## config.mk

```make
export PLATFORM = sky130hd
export DESIGN_NAME = coproc_ctrl
export DESIGN_NICKNAME = d
export VERILOG_FILES = /design/src/rtl/coproc_ctrl.sv
export SDC_FILE = /design/constraint.sdc
export NUM_CORES = 1
export LEC_CHECK = 0
export CORE_MARGIN = 2
export CORE_UTILIZATION = 40
export DETAILED_ROUTE_END_ITERATION = 12
export MAX_ROUTING_LAYER = met4
export PLACE_DENSITY = 0.79
export SYNTH_ARGS = -nofsm -noshare
export SYNTH_HDL_FRONTEND = slang
export SYNTH_SLANG_ARGS = --single-unit
```

## constraint.sdc

```tcl
create_clock -name clk -period 1.7 [get_ports clk]
set_input_delay 0.34 -clock clk [delete_from_list [all_inputs] [get_ports clk]]
set_output_delay 0.34 -clock clk [all_outputs]
set_load 0.1 [all_outputs]
```

## src/rtl/coproc_ctrl.sv

```systemverilog
// coproc_ctrl: debug/fault-injection controller that stalls the decoder, drains, then soft-resets, injects or halts
// Ports: cmdValid/cmdReady/cmdOp/cmdReg/cmdMask host command handshake; coprocessorStall/softReset to the pipeline;
//   faultRegAddr/regReadData/faultWriteData/faultWriteEnable register file port; done/cmdError one-cycle pulses;
//   injectCount saturating count of completed injections.
// COPROC_FAULT_INJECT_EN enables op 10 (inject); when undefined op 10 is always rejected with cmdError.
module coproc_ctrl #(
  parameter int XLEN = 64,
  parameter int DRAIN_CYCLES = 5,
  parameter int RESET_CYCLES = 4
) (
  input  logic            clk,
  input  logic            reset_n,
  input  logic            cmdValid,
  output logic            cmdReady,
  input  logic [1:0]      cmdOp,
  input  logic [4:0]      cmdReg,
  input  logic [XLEN-1:0] cmdMask,
  input  logic [XLEN-1:0] regReadData,
  output logic            coprocessorStall,
  output logic            softReset,
  output logic [4:0]      faultRegAddr,
  output logic [XLEN-1:0] faultWriteData,
  output logic            faultWriteEnable,
  output logic            done,
  output logic            cmdError,
  output logic [7:0]      injectCount
);
`ifdef COPROC_FAULT_INJECT_EN
  localparam bit INJ_EN = 1'b1;
`else
  localparam bit INJ_EN = 1'b0;
`endif
  typedef enum logic [2:0] {IDLE, DRAIN, SRESET, INJECT, RELEASE, HALTED} state_t;
  state_t state_q, state_d;
  logic [1:0] op_q, op_d;
  logic [4:0] reg_q, reg_d;
  logic [XLEN-1:0] mask_q, mask_d;
  logic [3:0] cnt_q, cnt_d;
  logic from_halt_q, from_halt_d, done_q, done_d, err_q, err_d;
  logic acc, bad;
  always_comb begin
    acc = cmdValid && cmdReady;
    bad = cmdOp == 2'b10 && (cmdReg == 5'd0 || !INJ_EN);
    state_d = state_q;
    case (state_q)
      IDLE:    state_d = (acc && cmdOp != 2'b00 && !bad) ? DRAIN : IDLE;
      DRAIN:   state_d = cnt_q != 4'(DRAIN_CYCLES - 1) ? DRAIN : op_q == 2'b01 ? SRESET : op_q == 2'b10 ? INJECT : HALTED;
      SRESET:  state_d = cnt_q == 4'(RESET_CYCLES - 1) ? RELEASE : SRESET;
      INJECT:  state_d = RELEASE;
      RELEASE: state_d = (from_halt_q && op_q != 2'b11) ? HALTED : IDLE;
      HALTED:  state_d = (!acc || cmdOp == 2'b00 || bad) ? HALTED : cmdOp == 2'b01 ? SRESET : cmdOp == 2'b10 ? INJECT : RELEASE;
      default: state_d = IDLE;
    endcase
    // the counter restarts on every state change so DRAIN and SRESET each count from zero
    cnt_d = (state_d == state_q && (state_q == DRAIN || state_q == SRESET)) ? cnt_q + 4'd1 : 4'd0;
    op_d = acc ? cmdOp : op_q;
    reg_d = acc ? cmdReg : reg_q;
    mask_d = acc ? cmdMask : mask_q;
    from_halt_d = acc ? state_q == HALTED : from_halt_q;
    done_d = (acc && cmdOp == 2'b00) || state_d == RELEASE || (state_q == DRAIN && state_d == HALTED);
    err_d = acc && bad;
  end
  always_ff @(posedge clk or negedge reset_n)
    if (!reset_n) begin
      state_q <= IDLE;
      op_q <= '0;
      reg_q <= '0;
      mask_q <= '0;
      cnt_q <= '0;
      from_halt_q <= 1'b0;
      done_q <= 1'b0;
      err_q <= 1'b0;
    end else begin
      state_q <= state_d;
      op_q <= op_d;
      reg_q <= reg_d;
      mask_q <= mask_d;
      cnt_q <= cnt_d;
      from_halt_q <= from_halt_d;
      done_q <= done_d;
      err_q <= err_d;
    end
  assign cmdReady = state_q == IDLE || state_q == HALTED;
  assign coprocessorStall = state_q != IDLE;
  assign softReset = state_q == SRESET;
  assign faultRegAddr = reg_q;
  assign faultWriteData = regReadData ^ mask_q;
  assign done = done_q;
  assign cmdError = err_q;
`ifdef COPROC_FAULT_INJECT_EN
  logic [7:0] inj_q, inj_d;
  always_comb inj_d = (state_q == INJECT && inj_q != 8'hFF) ? inj_q + 8'd1 : inj_q;
  always_ff @(posedge clk or negedge reset_n)
    if (!reset_n) inj_q <= '0;
    else inj_q <= inj_d;
  assign faultWriteEnable = state_q == INJECT;
  assign injectCount = inj_q;
`else
  assign faultWriteEnable = 1'b0;
  assign injectCount = 8'd0;
`endif
endmodule

```

==> out/metrics.csv <==
stage,metric,value,unit
run_status,status,"complete, but fails checks",
run_status,violations,negative setup slack,
timing,max_freq,569,MHz
route,drcViolationCount,0,
floorplanning,die_area,11300,µm²
synthesis,synth_edf_count,0,
critical_path,crit_required,1.36,ns
floorplanning,core-area,10200,µm²
critical_path,end_kind,primary output,
synthesis,netlist_instances,301,
timing,rsz0062_at_grt,true,
clock_network,clk_pin_slew_worst_paths,0.09,ns
critical_path,crit_arrival,1.42,ns
critical_path,cp-start-kind,register,
synthesis,synth_top_cell_by_area,dfrtp_1,
timing,postLayoutSetupSlackWorst,-0.0580,ns
clock_network,cts_buffers,9,
clock_network,clk_latency,0.34,ns
floorplanning,die_w,106,µm
synthesis,async_flop_share,100,%
timing,setup_violations,15,
route,via_per_inst,4.66,
global_routing,antenna_found_initial,0,
synthesis,ys_types,35,
min_path,hold_class,input port to asynchronous set/reset pin,
timing,skew,0.0123,ns
timing,period_minus_slack,1.76,ns
synthesis,yosysWarnings,0,
synthesis,synth_commonest_cells,"81 x dfrtp_1, 65 x xor2_1, 45 x mux2_4",
synthesis,syn_avg_cell_area,13.9,µm²
timing,maxSlewViolCount,0,
placed_design,port_buffers,211,
layout,drive_gt1_share,49.3,%
synthesis,netlist_top_cells_area,"dfrtp_1 49%, mux2_4 16%, xor2_1 14%",
timing,hold_viol,0,
layout,area_growth,94.4,%
global_routing,grt.overflow.total,0,
synthesis,ys_ff_latch,81,
floorplanning,num_io_pins,221,
synthesis,synth_top_area_share,48.5,%
layout,seq_area,2030,µm²
clock_network,htree_levels,3,
clock_network,cts.sinks,81,
route,wl,12.5,mm
synthesis,syn-cell-area,4180,µm²
placed_design,gp_congestion,0.876,
floorplanning,rows,37,
timing,finalSetupTns,-0.463,ns
route,postRouteAntennaNets,0,
clock_network,cts_root_buffer,clkbuf_8,
timing,final.period_utilization,103,%
global_routing,grt_max_degree,46,
global_routing,grt_pass1_vias,3610,
route,drtIter0Drc,73,
clock_network,cts_buffer_depth,2,
floorplanning,die_y,106,µm
layout,antennaDiodeCount,0,
route,dr.pass1.iters,4,
layout,nets,685,
clock_network,tritoncts,yes,
route,wl_per_cell,18.3,µm
placed_design,dpl.hpwl,9.16,mm
critical_path,criticalPathCategory,register to primary output,
route,via_count,3177,
job,max_cap_viol_count,0,
floorplanning,initial_core_util,40.8,%
synthesis,synth_top_flop_cell,dfrtp_1,
global_routing,grt_pass1_wl,18.4,mm
critical_path,cp_max_fo,5,
global_routing,grt_use_total,21.7,%
synthesis,ys_seq_area_share,48.5,%
layout,n_fill_cell,575,
layout,multi_input_area,2490,µm²
synthesis,synth.most_common_cell,dfrtp_1,
[through the flow]
step	hold WS, ns	setup WS [ns]	cells	area [µm²]	util (%)
finish	0.464	-0.0580	682	8120	79.4
global route	0.505	-0.103	682	8120	79.4
CTS	0.455	-0.0665	671	7930	77.5
detailed placement	0.271	-0.219	648	7640	74.7
global placement	0.266	-0.190	648	7640	74.7
floorplan	0.0444	-0.427	309	4700	-
[final cells by class]
class | instances | area share, %
Sequential cell | 81 | 25.0
Clock buffer | 13 | 1.71
Tap cell | 136 | 2.10
Timing Repair Buffer | 241 | 39.4
Clock inverter | 3 | 0.801
Inverter | 9 | 0.416
Multi-Input combinational cell | 199 | 30.6
[flip-flops by register name, summed over array words and instances (netlist names)]
register and cells:
mask_q 64, faultRegAddr 5, cnt_q 4, state_q 3, op_q 2, cmdError 1, done 1, from_halt_q 1
[kinds of logic after synthesis]
logic type,Yosys count,synth area share (%)
flops,81,48.5
mux,70,22.9
xor+xnor,68,14.4
fa+ha+maj,6,1.80
simple gates,35,4.61
buf+inv,29,5.69
other cells,1,0.0898
compound gates,11,1.95
[worst max-delay path: stages (launching register included)]
cell	delay (ns)
dfrtp_2	0.45
buf_6	0.14
nand3b_1	0.19
nand2_2	0.12
buf_12	0.17
[final timing paths]
check / start / endpoint / slack, ns / cells after the start
setup reg to reg: state_q[2] / mask_q[59] / -0.04 / 7
hold reg to reg: cnt_q[0] / cnt_q[0] / 0.51 / 1
max in group asynchronous: reset_n / mask_q[37] / 0.67 / 3
setup / recovery: state_q[1] / cmdReady / -0.06 / 4
hold / removal: reset_n / mask_q[30] / 0.46 / 2
min in group clk: cnt_q[0] / cnt_q[0] / 0.51 / 1
[cell usage in the layout (no fill, tap or decap), types with 3 or more instances in the layout]
cell,instances
nand3_1,4
nand2_1,6
clkdlybuf4s50_1,136
dfrtp_1,78
buf_4,19
clkbuf_8,9
inv_1,8
ha_1,5
buf_6,4
o21ai_0,3
xor2_2,65
buf_12,78
mux2_4,47
nor2_4,3
conb_1,9
mux2_2,23
dfrtp_2,3
clkbuf_16,3
nor2_1,9
clkbuf_1,4
[routing by layer]
layer | GRT usage (%) | part of all wire, % | up-vias
met5 | - | 0 | -
met4 | 6.48 | 2.3 | 0
met3 | 4.54 | 6.9 | 28
met2 | 39.1 | 56 | 159
met1 | 24.3 | 35 | 1588
li1 | - | - | 1402
[repair_timing]
action                                  4_1_cts  5_1_grt
hold buffers                                  1        0
endpoints found under the hold margin        22        0
buffers inserted                              6        8
cloned                                        0        3
endpoints found under the setup margin        3       30
pin swaps                                     3       10
resized for setup                             7       14
Power is left out: the tool's default activity adds up to more than one toggle a clock period on the data nets, which glitch-free logic cannot reach.
